--- config.mk ---
export PLATFORM = sky130hd
export DESIGN_NAME = alu_arbiter_flat
export DESIGN_NICKNAME = d
export VERILOG_FILES = /design/src/rtl/alu_arbiter_if.sv /design/src/rtl/alu_arbiter.sv /design/src/flat_wrapper.sv
export SDC_FILE = /design/constraint.sdc
export NUM_CORES = 1
export LEC_CHECK = 0
export CAP_MARGIN = 0
export CELL_PAD_IN_SITES_DETAIL_PLACEMENT = 0
export CELL_PAD_IN_SITES_GLOBAL_PLACEMENT = 2
export CORE_MARGIN = 2
export CORE_UTILIZATION = 25
export CTS_BUF_LIST = sky130_fd_sc_hd__clkbuf_2 sky130_fd_sc_hd__clkbuf_4 sky130_fd_sc_hd__clkbuf_8
export DETAILED_ROUTE_END_ITERATION = 7
export PLACE_DENSITY = 0.89
export SKIP_LAST_GASP = 1
export SYNTH_ARGS = -nofsm -noshare
export SYNTH_HDL_FRONTEND = slang
export SYNTH_SLANG_ARGS = --single-unit
export TNS_END_PERCENT = 100
--- constraint.sdc ---
create_clock -name clk -period 3.35 [get_ports clk]
set_input_delay 0.5025 -clock clk [delete_from_list [all_inputs] [get_ports clk]]
set_output_delay 0.5025 -clock clk [all_outputs]
set_load 0.05 [all_outputs]
--- src/rtl/alu_arbiter_if.sv ---
// Requester-side bundle for alu_arbiter: two request channels in,
// a per-requester response pulse out.
interface alu_arbiter_if #(
    parameter int DATA_W = 8
);
    logic [1:0]          req_valid;
    logic [3:0]          req_op;
    logic [2*DATA_W-1:0] req_a;
    logic [2*DATA_W-1:0] req_b;
    logic [1:0]          req_ready;
    logic [1:0]          rsp_valid;
    logic                rsp_err;
    logic [2*DATA_W-1:0] rsp_result;

    modport master (
        output req_valid, req_op, req_a, req_b,
        input  req_ready, rsp_valid, rsp_err, rsp_result
    );

    modport slave (
        input  req_valid, req_op, req_a, req_b,
        output req_ready, rsp_valid, rsp_err, rsp_result
    );
endinterface

--- src/rtl/alu_arbiter.sv ---
// Two-requester round-robin front end for a shared multi-cycle ALU,
// with illegal-opcode rejection and a completion timeout.
module alu_arbiter #(
    parameter int DATA_W  = 8,
    parameter int TIMEOUT = 31
) (
    input  logic                clk,
    input  logic                rst_n,
    alu_arbiter_if.slave        bus,
    output logic                alu_start,
    output logic [1:0]          alu_opcode,
    output logic [DATA_W-1:0]   alu_a,
    output logic [DATA_W-1:0]   alu_b,
    input  logic                alu_done,
    input  logic [2*DATA_W-1:0] alu_result
);
    localparam int TW = (TIMEOUT < 1) ? 1 : $clog2(TIMEOUT + 1);

    typedef enum logic [1:0] {
        IDLE,
        ISSUE,
        WAIT,
        RESP
    } state_t;

    state_t              state;
    logic                last_grant;
    logic                grant;
    logic [1:0]          cap_op;
    logic [DATA_W-1:0]   cap_a;
    logic [DATA_W-1:0]   cap_b;
    logic [TW-1:0]       timer;
    logic [1:0]          rsp_valid_q;
    logic                rsp_err_q;
    logic [2*DATA_W-1:0] rsp_result_q;

    logic                sel;
    logic                accept;
    logic                drive;
    logic [1:0]          sel_op;
    logic [DATA_W-1:0]   sel_a;
    logic [DATA_W-1:0]   sel_b;
    logic [1:0]          grant_oh;
    logic [1:0]          sel_oh;

    // With both requesters pending the one not served last wins.
    always_comb begin
        sel    = (&bus.req_valid) ? ~last_grant : bus.req_valid[1];
        accept = (state == IDLE) && (|bus.req_valid);
        sel_oh = sel ? 2'b10 : 2'b01;
        sel_op = sel ? bus.req_op[3:2] : bus.req_op[1:0];
        sel_a  = sel ? bus.req_a[2*DATA_W-1:DATA_W] : bus.req_a[DATA_W-1:0];
        sel_b  = sel ? bus.req_b[2*DATA_W-1:DATA_W] : bus.req_b[DATA_W-1:0];
        grant_oh = grant ? 2'b10 : 2'b01;
        drive  = (state == ISSUE) || (state == WAIT);
    end

    assign bus.req_ready  = accept ? sel_oh : 2'b00;
    assign bus.rsp_valid  = rsp_valid_q;
    assign bus.rsp_err    = rsp_err_q;
    assign bus.rsp_result = rsp_result_q;

    assign alu_opcode = drive ? cap_op : 2'b00;
    assign alu_a      = drive ? cap_a : '0;
    assign alu_b      = drive ? cap_b : '0;

    always_ff @(posedge clk) begin
        if (!rst_n) begin
            state        <= IDLE;
            last_grant   <= 1'b1;
            grant        <= 1'b0;
            cap_op       <= 2'b00;
            cap_a        <= '0;
            cap_b        <= '0;
            timer        <= '0;
            alu_start    <= 1'b0;
            rsp_valid_q  <= 2'b00;
            rsp_err_q    <= 1'b0;
            rsp_result_q <= '0;
        end else begin
            alu_start    <= 1'b0;
            rsp_valid_q  <= 2'b00;
            rsp_err_q    <= 1'b0;
            rsp_result_q <= '0;
            unique case (state)
                IDLE: begin
                    if (accept) begin
                        grant  <= sel;
                        cap_op <= sel_op;
                        cap_a  <= sel_a;
                        cap_b  <= sel_b;
                        if (sel_op == 2'b11) begin
                            state       <= RESP;
                            rsp_valid_q <= sel_oh;
                            rsp_err_q   <= 1'b1;
                        end else begin
                            state     <= ISSUE;
                            alu_start <= 1'b1;
                        end
                    end
                end
                ISSUE: begin
                    timer <= '0;
                    state <= WAIT;
                end
                WAIT: begin
                    // Completion takes priority over an expiring timer.
                    if (alu_done) begin
                        state        <= RESP;
                        rsp_valid_q  <= grant_oh;
                        rsp_result_q <= alu_result;
                    end else if (timer == TW'(TIMEOUT)) begin
                        state       <= RESP;
                        rsp_valid_q <= grant_oh;
                        rsp_err_q   <= 1'b1;
                    end else begin
                        timer <= timer + 1'b1;
                    end
                end
                RESP: begin
                    last_grant <= grant;
                    state      <= IDLE;
                end
                default: state <= IDLE;
            endcase
        end
    end
endmodule

--- src/flat_wrapper.sv ---
// flat-port wrapper written by rule: the top's interface ports become plain ports
module alu_arbiter_flat 
#(
    parameter int DATA_W  = 8,
    parameter int TIMEOUT = 31
)
  (clk, rst_n, alu_start, alu_opcode, alu_a, alu_b, alu_done, alu_result, bus_req_valid, bus_req_op, bus_req_a, bus_req_b, bus_req_ready, bus_rsp_valid, bus_rsp_err, bus_rsp_result);
  alu_arbiter_if #(.DATA_W(DATA_W)) bus_i ();
  input  logic clk;
  input  logic rst_n;
  output logic alu_start;
  output logic [1:0] alu_opcode;
  output logic [DATA_W-1:0] alu_a;
  output logic [DATA_W-1:0] alu_b;
  input  logic alu_done;
  input  logic [2*DATA_W-1:0] alu_result;
  input wire logic [$bits(bus_i.req_valid)-1:0] bus_req_valid;
  input wire logic [$bits(bus_i.req_op)-1:0] bus_req_op;
  input wire logic [$bits(bus_i.req_a)-1:0] bus_req_a;
  input wire logic [$bits(bus_i.req_b)-1:0] bus_req_b;
  output wire logic [$bits(bus_i.req_ready)-1:0] bus_req_ready;
  output wire logic [$bits(bus_i.rsp_valid)-1:0] bus_rsp_valid;
  output wire logic [$bits(bus_i.rsp_err)-1:0] bus_rsp_err;
  output wire logic [$bits(bus_i.rsp_result)-1:0] bus_rsp_result;
  assign bus_i.req_valid = bus_req_valid;
  assign bus_i.req_op = bus_req_op;
  assign bus_i.req_a = bus_req_a;
  assign bus_i.req_b = bus_req_b;
  assign bus_req_ready = bus_i.req_ready;
  assign bus_rsp_valid = bus_i.rsp_valid;
  assign bus_rsp_err = bus_i.rsp_err;
  assign bus_rsp_result = bus_i.rsp_result;
  alu_arbiter #(.DATA_W(DATA_W), .TIMEOUT(TIMEOUT)) u_core (.clk(clk), .rst_n(rst_n), .bus(bus_i), .alu_start(alu_start), .alu_opcode(alu_opcode), .alu_a(alu_a), .alu_b(alu_b), .alu_done(alu_done), .alu_result(alu_result));
endmodule
==> flow_summary.yaml, run 1 <==
detailed_routing:
  viasPerCell: 4.717
  first_pass_iters: 6
  routed-via-count: 2014
  drc: 0
  wl_um: 6032
  routedWlPerCell_um: 14.13
  drt_iter0_markers: 94
  drtAntennaViolNets: 0
power:
  leakage_nw: 1.153
  power_density_nw_per_um2: 676.2
  ir_worst_vdd_mv: 0.2951
clocking:
  clkLatencyLatePin_ns: 0.30
  cts_resized: 0
  path_clk_slew_ns: 0.08
  ctsHoldBuffers: 0
  ctsLongestPathBuffers: 2
  cts_tree: "built"
  h-tree-depth: 2
  cts_root_buf: "clkbuf_8"
  cts_sinks: 47
  cts_made_buffers: 5
  post-cts-setup-buffers: 0
floorplanning:
  core_um2: 8134
  io-pin-count: 97
  dieArea_um2: 9048
  die_x_um: 95.12
  die_h_um: 95.12
  rows: 33
  start_util_pct: 25.52
placed_design:
  post-place-ws_ns: 0.6951
  place_area_um2: 3124
  place_congestion: 0.7228
  numPortBuffers: 96
  dp_hpwl_um: 4336
global_routing:
  grt.overflow.total: 0
  grt_pass1_vias: 1811
  antenna_found_initial: 0
  grt.total_usage_pct: 13.46
  grt_pass1_wl_um: 9377
  globalRouteMet3Util_pct: 2.292
  met1_usage_pct: 18.42
  grt-busiest-layer: "met2"
  grt_max_degree: 22
  met2_usage_pct: 21.30
timing:
  grt_setup_unrepaired: "false"
  hold_ws_ns: 0.4653
  clock_skew_ns: 0.007980
  finalSetupTns_ns: 0
  period_share_pct: 87.01
  timing.final.max_slew_violations: 0
  worst_pin_slew_ns: 0.8874
  hold_violations: 0
  timing.final.crit_period_ns: 2.915
  fmax_mhz: 343.1
  finalWorstSetupSlack_ns: 0.4352
  setup_viol: 0
  timing.slew.headroom_pct: 40.83
synthesis:
  netlist_area_um2: 2076
  ys_types: 35
  syn_avg_cell_area_um2: 8.871
  synth_cells: 234
  synth_nets: 297
  ys_seq_area_share_pct: 45.33
  synth-seq-cells: 47
  yosysWarnings: 0
setup_path:
  path_delay_family: "buffers and inverters"
  start_kind: "register"
  slowest_delay_ns: 0.81
  cp_slowest_cell: "clkdlybuf4s50_1"
  crit_type: "reg -> out"
  worst-path-buf-inv: 2
  path_max_fanout: 19
  crit_required_ns: 2.85
  cp-end-kind: "output pin"
  path_cells: "inv_1, ha_1, and2_1, clkdlybuf4s50_1"
  r2r-start: "u_core.timer[0]"
  cp.arrival_ns: 2.41
  cp-startpoint: "u_core.state[0]"
final_layout:
  num_antenna_cells: 0
  fillCellCount: 810
  seq_area_um2: 940.9
  area_growth_pct: 55.64
  final_core_util_pct: 39.72
  fin_nets: 385
  layout-drive-gt1-share_pct: 5.590
  multi_input_area_um2: 1031
  finalInstanceArea_um2: 3231
min_path:
  hp-start: "u_core.cap_b[1]"
  hold_class: "reg -> reg"
run_status:
  outcome: "finished clean"
job:
  max_cap_viol_count: 0
[state kept, by name, indices dropped and copies added (netlist names)]
register               count
u_core.bus.rsp_result     16
u_core.cap_a               8
u_core.cap_b               8
u_core.timer               5
u_core.bus.rsp_valid       2
u_core.cap_op              2
u_core.state               2
u_core.alu_start           1
u_core.bus.rsp_err         1
u_core.grant               1
u_core.last_grant          1
[per-stage QoR]
stage	power, W	std cells
6_report	0.002184	427
3_3_place_gp	0.001787	420
3_5_place_dp	0.001792	420
2_1_floorplan	0.001427	234
5_1_grt	0.002317	427
4_1_cts	0.002213	427
[cells in the final DEF, fill, tap and decap left out]
master            n
bufinv_16         1
clkbuf_4          1
o21ba_1           1
or3_1             2
o21a_1            1
clkbuf_8          5
dfxtp_1          47
o221ai_1          1
nand2b_1          2
nand4b_1          3
a21boi_2          1
inv_2             2
nand3_1          20
inv_1             4
or3b_1            1
o2111ai_1        17
o31ai_1           1
o211ai_1          2
ha_1              6
a21oi_1          10
a22oi_1           1
nor3b_1           2
buf_4             5
a31oi_1          16
clkdlybuf4s50_1  94
o21ai_2           1
o21ai_0           4
o32ai_1           1
mux2_2            1
nor2_1            2
o21ai_1           2
nand2_1          24
and3_1            2
and2_1           35
mux2i_1           2
nand4_1           1
buf_12            1
[cells by family (layout without fill, tap and decap cells)]
group / Yosys count / in the layout / share of synthesized area, %
buf+inv: 25 / 113 / 5.003
flops: 47 / 47 / 45.33
fa+ha+maj: 6 / 6 / 3.617
simple gates: 94 / 94 / 24.59
compound gates: 59 / 59 / 19.95
mux: 3 / 3 / 1.507
[area by class of cell]
cell class	count	share of cell area (%)
clock buffer	6	2.363
clock inverter	1	0.9295
inverter	6	0.6971
multi-input combinational	162	31.91
sequential	47	29.12
tap	105	4.067
timing repair buffer	100	30.91
[report_power, final]
group / leakage (nW) / internal [W] / switching [W]
Sequential: 0.383 / 0.000654 / 0.0000621
Combinational: 0.715 / 0.000375 / 0.000678
Clock: 0.0547 / 0.000227 / 0.000189
[worst min-delay path: cells and delay by family (launching register included)]
family	cells	cell delay (ns)
AO/OA/AOI/OAI	1	0.06
flip-flops	1	0.31
AND/OR/NAND/NOR	1	0.05
[Yosys cell counts]
library cell / n / area, um2
buf_1: 1 / 3.750
nor3b_1: 2 / 15.01
or3_1: 2 / 12.51
nand4b_1: 3 / 26.28
and3_1: 2 / 12.51
a21boi_2: 1 / 11.26
buf_2: 2 / 10.01
inv_2: 2 / 7.510
nand2_1: 24 / 90.09
or3b_1: 1 / 8.760
o211ai_1: 2 / 15.01
nor2_1: 2 / 7.510
dfxtp_1: 47 / 940.9
a22oi_1: 1 / 7.510
nand3_1: 20 / 100.1
a21oi_1: 10 / 50.05
a31oi_1: 16 / 100.1
o31ai_1: 1 / 7.510
inv_1: 4 / 15.01
nand2b_1: 2 / 12.51
buf_6: 1 / 11.26
nand4_1: 1 / 6.260
o221ai_1: 1 / 8.760
o21a_1: 1 / 7.510
clkbuf_1: 15 / 56.30
and2_1: 35 / 219.0
mux2_2: 1 / 11.26
o21ai_1: 2 / 10.01
o21ai_0: 4 / 20.02
ha_1: 6 / 75.07
o2111ai_1: 17 / 148.9
o21ba_1: 1 / 10.01
o21ai_2: 1 / 8.760
mux2i_1: 2 / 20.02
o32ai_1: 1 / 8.760
[path summary, 6_finish.rpt]
path | to | slack [ns] | cells past startpoint
max | alu_b[5] | 0.44 | 4
min | u_core.cap_b[1] | 0.47 | 2
max reg2reg | u_core.timer[3] | 1.27 | 6
min reg2reg | u_core.cap_b[1] | 0.47 | 2
[layer usage]
| layer | routed length (um) | vias to the layer above | share of wire (%) |
|---|---|---|---|
| met5 | 0 | - | 0 |
| met4 | 88 | 0 | 1.5 |
| met3 | 264 | 6 | 4.4 |
| met2 | 2937 | 62 | 49 |
| met1 | 2742 | 922 | 45 |
| li1 | - | 1024 | - |
Power figures use the tool's default switching activity.
==> inputs of run 2 (changes only) <==
--- a/config.mk
+++ b/config.mk
@@ -12,6 +12,7 @@
 export CORE_UTILIZATION = 25
 export CTS_BUF_LIST = sky130_fd_sc_hd__clkbuf_2 sky130_fd_sc_hd__clkbuf_4 sky130_fd_sc_hd__clkbuf_8
 export DETAILED_ROUTE_END_ITERATION = 7
+export GPL_ROUTABILITY_DRIVEN = 0
 export PLACE_DENSITY = 0.89
 export SKIP_LAST_GASP = 1
 export SYNTH_ARGS = -nofsm -noshare
==> results of run 2 <==
No change in the layout: final DEF, timing and power equal those of run 1.
